File: src/rtl/matrix_sel_stream.sv
// matrix_sel_stream
//
// Registers one NxN signed matrix picked from NSRC source matrices. Besides
// loading a source, it can load the symmetrised source, (A + A^T) / 2 with
// floor rounding, or the transposed source. A row-serial valid/ready readout
// streams the stored matrix one row per handshake. While a stream is in
// progress the matrix is frozen, so downstream row-wise units see stable data.
//
// Ports:
//   clk_msel   clock; all state changes on the rising edge
//   rst_msel   synchronous active-high reset
//   en_msel    0: track source 0 every cycle; 1: execute mode
//   mode       00 LOAD, 01 SYMM, 10 TRANSPOSE, 11 HOLD
//   sel        source index (values >= NSRC are rejected)
//   src_flat   element (r,c) of source s at [((s*N+r)*N+c)*DW +: DW]
//   mat_flat   stored matrix, element (r,c) at [(r*N+c)*DW +: DW]
//   mat_valid  matrix written at least once since reset
//   rd_start   request a row stream
//   rd_row     current row, column c at [c*DW +: DW]
//   rd_idx     current row index
//   rd_valid   rd_row valid
//   rd_ready   consumer accepts the current row
//   rd_last    rd_valid on the final row
//   busy       stream in progress, matrix frozen
//   ld_err     one-cycle pulse after a rejected write request
module matrix_sel_stream #(
    parameter int unsigned DW   = 26,
    parameter int unsigned N    = 4,
    parameter int unsigned NSRC = 2,
    localparam int unsigned SW  = (NSRC > 1) ? $clog2(NSRC) : 1,
    localparam int unsigned RW  = (N > 1) ? $clog2(N) : 1
) (
    input  logic                   clk_msel,
    input  logic                   rst_msel,
    input  logic                   en_msel,
    input  logic [1:0]             mode,
    input  logic [SW-1:0]          sel,
    input  logic [NSRC*N*N*DW-1:0] src_flat,
    output logic [N*N*DW-1:0]      mat_flat,
    output logic                   mat_valid,
    input  logic                   rd_start,
    output logic [N*DW-1:0]        rd_row,
    output logic [RW-1:0]          rd_idx,
    output logic                   rd_valid,
    input  logic                   rd_ready,
    output logic                   rd_last,
    output logic                   busy,
    output logic                   ld_err
);

    typedef logic signed [DW-1:0] elem_t;

    typedef enum logic [1:0] {
        ModeLoad      = 2'b00,
        ModeSymm      = 2'b01,
        ModeTranspose = 2'b10,
        ModeHold      = 2'b11
    } mode_e;

    typedef enum logic {
        StIdle,
        StStream
    } state_e;

    localparam logic [RW-1:0] LastIdx = RW'(N - 1);

    // Floor of the mean of two elements. The sum is formed one bit wider so it
    // cannot overflow; dropping its LSB is an arithmetic shift right by one.
    function automatic elem_t symm_avg(input elem_t x, input elem_t y);
        logic [DW:0] s;
        s = {x[DW-1], x} + {y[DW-1], y};
        return elem_t'(s[DW:1]);
    endfunction

    elem_t  mat_q [N][N];
    elem_t  mat_d [N][N];
    elem_t  src0  [N][N];
    elem_t  src_a [N][N];
    logic   mat_valid_q, mat_valid_d;
    logic   err_q, err_d;
    logic   sel_ok;
    state_e state_q, state_d;
    logic [RW-1:0] idx_q, idx_d;

    // Unpack source 0 and the selected source
    always_comb begin
        sel_ok = (int'(sel) < int'(NSRC));
        for (int r = 0; r < N; r++) begin
            for (int c = 0; c < N; c++) begin
                src0[r][c]  = src_flat[(r*N+c)*DW +: DW];
                src_a[r][c] = '0;
                for (int s = 0; s < NSRC; s++) begin
                    if (int'(sel) == s) begin
                        src_a[r][c] = src_flat[((s*N+r)*N+c)*DW +: DW];
                    end
                end
            end
        end
    end

    // Matrix update: a running stream freezes the matrix, then en_msel/mode
    always_comb begin
        mat_d       = mat_q;
        mat_valid_d = mat_valid_q;
        err_d       = 1'b0;
        if (state_q == StStream) begin
            // Writes are refused while streaming; only explicit requests flag it
            err_d = en_msel && (mode_e'(mode) != ModeHold);
        end else if (!en_msel) begin
            mat_d       = src0;
            mat_valid_d = 1'b1;
        end else if (mode_e'(mode) != ModeHold) begin
            if (!sel_ok) begin
                err_d = 1'b1;
            end else begin
                mat_valid_d = 1'b1;
                for (int r = 0; r < N; r++) begin
                    for (int c = 0; c < N; c++) begin
                        unique case (mode_e'(mode))
                            ModeLoad:      mat_d[r][c] = src_a[r][c];
                            ModeSymm:      mat_d[r][c] = symm_avg(src_a[r][c], src_a[c][r]);
                            ModeTranspose: mat_d[r][c] = src_a[c][r];
                            default:       mat_d[r][c] = mat_q[r][c];
                        endcase
                    end
                end
            end
        end
    end

    // Stream FSM next state
    always_comb begin
        state_d = state_q;
        idx_d   = idx_q;
        unique case (state_q)
            StIdle: begin
                idx_d = '0;
                // Needs a matrix to stream; a same-cycle update lands first
                if (rd_start && mat_valid_q) begin
                    state_d = StStream;
                end
            end
            StStream: begin
                if (rd_ready) begin
                    if (idx_q == LastIdx) begin
                        state_d = StIdle;
                        idx_d   = '0;
                    end else begin
                        idx_d = idx_q + RW'(1);
                    end
                end
            end
            default: begin
                state_d = StIdle;
                idx_d   = '0;
            end
        endcase
    end

    always_ff @(posedge clk_msel) begin
        if (rst_msel) begin
            mat_q       <= '{default: '0};
            mat_valid_q <= 1'b0;
            err_q       <= 1'b0;
            state_q     <= StIdle;
            idx_q       <= '0;
        end else begin
            mat_q       <= mat_d;
            mat_valid_q <= mat_valid_d;
            err_q       <= err_d;
            state_q     <= state_d;
            idx_q       <= idx_d;
        end
    end

    // Outputs; in IDLE idx_q is 0 so rd_row shows row 0
    always_comb begin
        for (int r = 0; r < N; r++) begin
            for (int c = 0; c < N; c++) begin
                mat_flat[(r*N+c)*DW +: DW] = mat_q[r][c];
            end
        end
        for (int c = 0; c < N; c++) begin
            rd_row[c*DW +: DW] = mat_q[idx_q][c];
        end
    end

    assign mat_valid = mat_valid_q;
    assign rd_idx    = idx_q;
    assign busy      = (state_q == StStream);
    assign rd_valid  = busy;
    assign rd_last   = busy && (idx_q == LastIdx);
    assign ld_err    = err_q;

endmodule

File: config.mk
export PLATFORM = sky130hd
export DESIGN_NAME = matrix_sel_stream
export DESIGN_NICKNAME = d
export VERILOG_FILES = /design/src/rtl/matrix_sel_stream.sv
export SDC_FILE = /design/constraint.sdc
export NUM_CORES = 2
export LEC_CHECK = 0
export BUFFER_PORTS_ARGS = -buffer_cell sky130_fd_sc_hd__buf_2
export CORE_AREA = 4 4 531 533
export DETAILED_ROUTE_END_ITERATION = 7
export DIE_AREA = 0 0 535 537
export SYNTH_ARGS = -nofsm -noshare
export SYNTH_HDL_FRONTEND = slang
export SYNTH_SLANG_ARGS = --single-unit
export TNS_END_PERCENT = 10
File: constraint.sdc
create_clock -name clk_msel -period 4.53 [get_ports clk_msel]
set_input_delay 0.2265 -clock clk_msel [delete_from_list [all_inputs] [get_ports clk_msel]]
set_output_delay 0.2265 -clock clk_msel [all_outputs]
set_load 0.02 [all_outputs]
# Word-level counts from Yosys, hierarchy flattened
# Cells that the tools add are included.
# totals
memories	0
wordCells	97
register_bits	421
romBits	0
latchBits	0
ram_bits	0
output_inout_bits	527
# classes
bitwise	2
n_mul	0
order_cmp	1
n_eq_ne	8
add_sub_neg	11
n_reduce_logical	9
mux	46
shifts	0
n_div	0
# ops
op	count
26-bit case mux with 3 select lines	12
416-bit 2-to-1 mux	2
26-bit 2-to-1 mux	16
26-bit by 26-bit adder with 27-bit output	10
104-bit binary-select mux with 2-bit select	1
104-bit 2-to-1 mux	2
26-bit case mux with 2 select lines	4
3-bit AND reduction	2
1-bit 2-to-1 mux	5
2-bit equality test (second input constant)	2
2-bit 2-to-1 mux	2
2-bit != test (second input constant)	2
4-bit by 1-bit != test with 1-bit output (second input constant)	1
2-bit case mux with 2 select lines	1
2-bit OR reduction	2
3-bit >= comparator (second input constant)	1
1-bit logical AND	3
3-bit by 2-bit != test with 1-bit output (second input constant)	1
2-bit inverter with 3-bit output	1
2-bit by 1-bit adder with 2-bit output (second input constant)	1
2-bit by 1-bit equality test with 1-bit output (second input constant)	1
2-bit logical NOT	1
2-bit by 1-bit != test with 1-bit output (second input constant)	1
1-bit case mux with 2 select lines	1
other kinds (2)	2

# Depth between registers and ports, before layout
# logic_depth
ltp_word	5
depth_mapped	19
mapped_depth_nobuf	13

# Worst setup path before layout
# No wires, ideal clock.
# synth_path
kind	input -> register
start	in sel
end	reg mat_q, in the netlist mat_flat[333]
slack_ns	0.369
n_path_buf	6
arrival_ns	4.066
path_stages	18
cell_sequence	buf_2 -> buf_2 -> buf_2 -> buf_2 -> buf_1 -> clkbuf_1 -> o21ai_0 -> fa_1 -> a211oi_2 -> o21ai_1 -> a31oi_2 -> o21ai_1 -> a21o_1 -> a311oi_1 -> o21ai_0 -> xor2_1 -> a21oi_1 -> a221oi_1
# synth_via
elab_chain_cells	5
# synth_lines
element	line_no	source
start, declared	37	input logic [SW-1:0] sel,
26-bit 2-to-1 mux	93	if (int'(sel) == s) begin
26-bit by 26-bit adder with 27-bit output	71	s = {x[DW-1], x} + {y[DW-1], y};
26-bit case mux with 3 select lines *	119	unique case (mode_e'(mode))
416-bit 2-to-1 mux *	112	end else if (mode_e'(mode) != ModeHold) begin
416-bit 2-to-1 mux *	109	end else if (!en_msel) begin
end signal, assigned	168	mat_q <= mat_d;
end, declared	75	elem_t mat_q [N][N];
# Every way passes the cells marked *; elsewhere a longest branch is shown, timed or not. The select of a mux whose other input is x is not followed.
# A chain may end at the register's enable or synchronous reset.

# Worst setup path in the final report
# layout_path
start	in src_flat[367]
end	reg mat_q, in the netlist mat_flat[384]
# layout_via
elab_chain_cells	5
# layout_lines
element	line_no	source
start, declared	38	input logic [NSRC*N*N*DW-1:0] src_flat,
26-bit 2-to-1 mux	93	
26-bit by 26-bit adder with 27-bit output	71	
26-bit case mux with 3 select lines	119	
416-bit 2-to-1 mux	112	
416-bit 2-to-1 mux	109	
# No other way between the ends. The select of a mux whose other input is x is not followed.

==> impl_metrics.json <==
{
  "dr_total_vias": 50200,
  "synth_top_family_by_area": "compound AO/OA/AOI/OAI gates",
  "rows": 193,
  "grt_pass1_wl_um": 492000,
  "layout_common_cells": "buf_2, dlygate4sd3_1, nand2_1, a21oi_1, dfxtp_1",
  "status": "complete, no violations",
  "synth-compound-area-share_pct": 32.1,
  "io_pins": 1367,
  "antenna_found_initial": 469,
  "gp_congestion": 0.987,
  "place.port_buffers": 1366,
  "synth-adder-area-share_pct": 5.73,
  "synth-seq-area-share_pct": 23.5,
  "pre_cts_ws_ns": -0.270,
  "drtIter0Drc": 5676,
  "avgSynthCellArea_um2": 8.02,
  "h-tree-depth": 3,
  "ctsHoldBuffers": 656,
  "finalHoldViolations": 0,
  "die_h_um": 537,
  "wl_um": 391000,
  "setup_violations": 0,
  "grt_max_degree": 158,
  "layout.nets": 7334,
  "pwr-share-clk_pct": 33.2,
  "finClkSkew_ns": 0.0573,
  "total_leakage_power_nw": 23.6,
  "criticalPathCategory": "input pin to flip-flop",
  "clkSinkCount": 421,
  "power_switching_mw": 8.59,
  "fillCellCount": 31000,
  "crit_required_ns": 5.21,
  "die_w_um": 535,
  "rsz0062_at_grt": "false",
  "final_common_cell": "buf_2",
  "met2_usage_pct": 42.7,
  "place_hpwl_um": 331000,
  "viasPerCell": 4.87,
  "grt-ovfl-total": 0,
  "dr.pass1.iters": 8,
  "p_total_mw": 19.9,
  "synth-xor-area-share_pct": 3.19,
  "maxSlewViolCount": 0,
  "async_flop_share_pct": 0,
  "synthCells": 4481,
  "track_usage_pct": 25.9,
  "post_cts_buffers": 0,
  "p_comb_share_pct": 40.2,
  "seq_power_share_pct": 26.6,
  "coreArea_um2": 276000,
  "synth_simple_gate_area_share_pct": 14.1,
  "worstPathMaxFanout": 6,
  "ant_nets": 0,
  "critPathLaunchType": "input pin",
  "cts_tree": "built",
  "max_slew_margin_pct": 17.5,
  "met1_usage_pct": 29.9,
  "wire_per_inst_um": 37.9,
  "min_period_ns": 4.52,
  "busiest_layer": "met2",
  "internal_power_mw": 11.3,
  "synthMuxAreaShare_pct": 16.1,
  "dp_cells": 9305,
  "p_sw_share_pct": 43.3,
  "initial_core_util_pct": 13.0,
  "yosysWarnings": 0,
  "die-area_um2": 287000,
  "hold_ws_ns": 0.0130,
  "setup_ws_ns": 0.0116,
  "final_cells": 10300,
  "vdd_ir_drop_max_uv": 265,
  "cts_root_buffer": "clkbuf_16",
  "tightest_slew_ns": 1.24,
  "netlist-cell-type-count": 83,
  "synth-main-ff-cell": "dfxtp_1",
  "drc_errors": 0,
  "drive_gt1_share_pct": 32.8,
  "clockBufferDepth": 4,
  "synth_seq_cells": 421,
  "area_growth_pct": 59.7,
  "grt_pass1_vias": 46800,
  "maxCapViolations": 0,
  "use_met3_pct": 9.65,
  "p_per_area_nw_per_um2": 346,
  "synth_edf_count": 0,
  "synthesis.area_um2": 35900,
  "ctsResizeCount": 0,
  "cp-end-kind": "flip-flop",
  "finish.utilization_pct": 20.7,
  "syn_nets": 5482,
  "fmax_mhz": 221,
  "cts_buffers": 75,
  "hp-class": "input pin to flip-flop",
  "crit_arrival_ns": 5.20,
  "clk_latency_ns": 0.82,
  "clk_pin_slew_ns": 0.06,
  "min_period_over_period_pct": 99.7
}
[state kept, by name (all words and copies together), names as in the netlist]
signal,cells
mat_valid,1
busy,1
ld_err,1
mat_flat,416
rd_idx,2
[routing by layer]
layer  up-vias  part of all wire (%)
met3       999                    11
met4       280                   4.9
met5         -                  0.45
met1     24300                    38
li1      21400                     -
met2      3259                    46
[area by class of cell]
type / instances / area (um2) / area share, %
multi-input cells: 3584 / 25700 / 44.8
clock inverters: 28 / 519 / 0.905
well taps: 3705 / 4640 / 8.08
flip-flops and latches: 421 / 8440 / 14.7
inverters: 50 / 195 / 0.340
repair buffers: 2201 / 15200 / 26.5
clock buffers: 101 / 2110 / 3.67
diodes: 228 / 571 / 0.995
[cells in the mapped netlist, types with 80 or more instances]
library cell | count | share of area, %
a21oi_1 | 467 | 6.5
nand2_1 | 483 | 5.0
o221ai_1 | 138 | 3.4
dfxtp_1 | 421 | 23
clkbuf_1 | 338 | 3.5
a311oi_1 | 112 | 2.7
ha_1 | 155 | 5.4
nand3_1 | 143 | 2.0
a211oi_1 | 152 | 3.2
mux2_2 | 300 | 9.4
a22oi_1 | 134 | 2.8
mux4_2 | 104 | 6.5
xnor2_1 | 80 | 2.0
nor2_1 | 391 | 4.1
a221oi_1 | 171 | 4.2
o21ai_0 | 196 | 2.7
[worst paths after layout]
kind | from | end | slack, ns | cells after the start
min reg2reg | mat_flat[104] | mat_flat[104] | 0.49 | 2
max reg2reg | busy | mat_flat[318] | 1.46 | 9
max | src_flat[367] | mat_flat[384] | 0.01 | 17
min | rst_msel | mat_flat[321] | 0.01 | 2
[stage by stage]
| step | cell area (um2) | setup TNS, ns |
|---|---|---|
| finish | 57400 | 0 |
| global route | 57100 | 0 |
| CTS | 56800 | 0 |
| detailed placement | 47600 | -1.77 |
| global placement | 47600 | -2.39 |
| floorplan | 35900 | 0 |
[cell families (layout without fill, tap and decap cells)]
logic type / Yosys count / after routing
compound gates: 1687 / 1687
simple gates: 1194 / 1194
buf+inv: 476 / 2380
flops: 421 / 421
mux: 411 / 411
fa+ha+maj: 161 / 161
xor+xnor: 131 / 131
other cells: 0 / 228
[worst max-delay path: stages]
cell           delay (ns)
dlygate4sd3_1        0.59
buf_2                0.15
mux2_2               0.28
ha_1                 0.50
nand3_1              0.13
a21oi_1              0.76
nor4_2               0.09
buf_4                0.19
o21ai_1              0.33
a31oi_1              0.14
buf_4                0.16
o21ai_1              0.32
a21oi_1              0.15
xnor2_1              0.15
a21oi_1              0.29
a221oi_1             0.12
dlygate4sd3_1        0.61
[power by group through the flow]
stage	sequential (mW)	combinational [mW]	clock, mW
2_1_floorplan	4.97	3.61	0
3_3_place_gp	5.39	7.22	0
3_5_place_dp	5.39	7.21	0
4_1_cts	5.31	7.97	6.73
5_1_grt	5.31	8.48	6.81
6_report	5.29	7.98	6.59
Power figures use the tool's default switching activity.
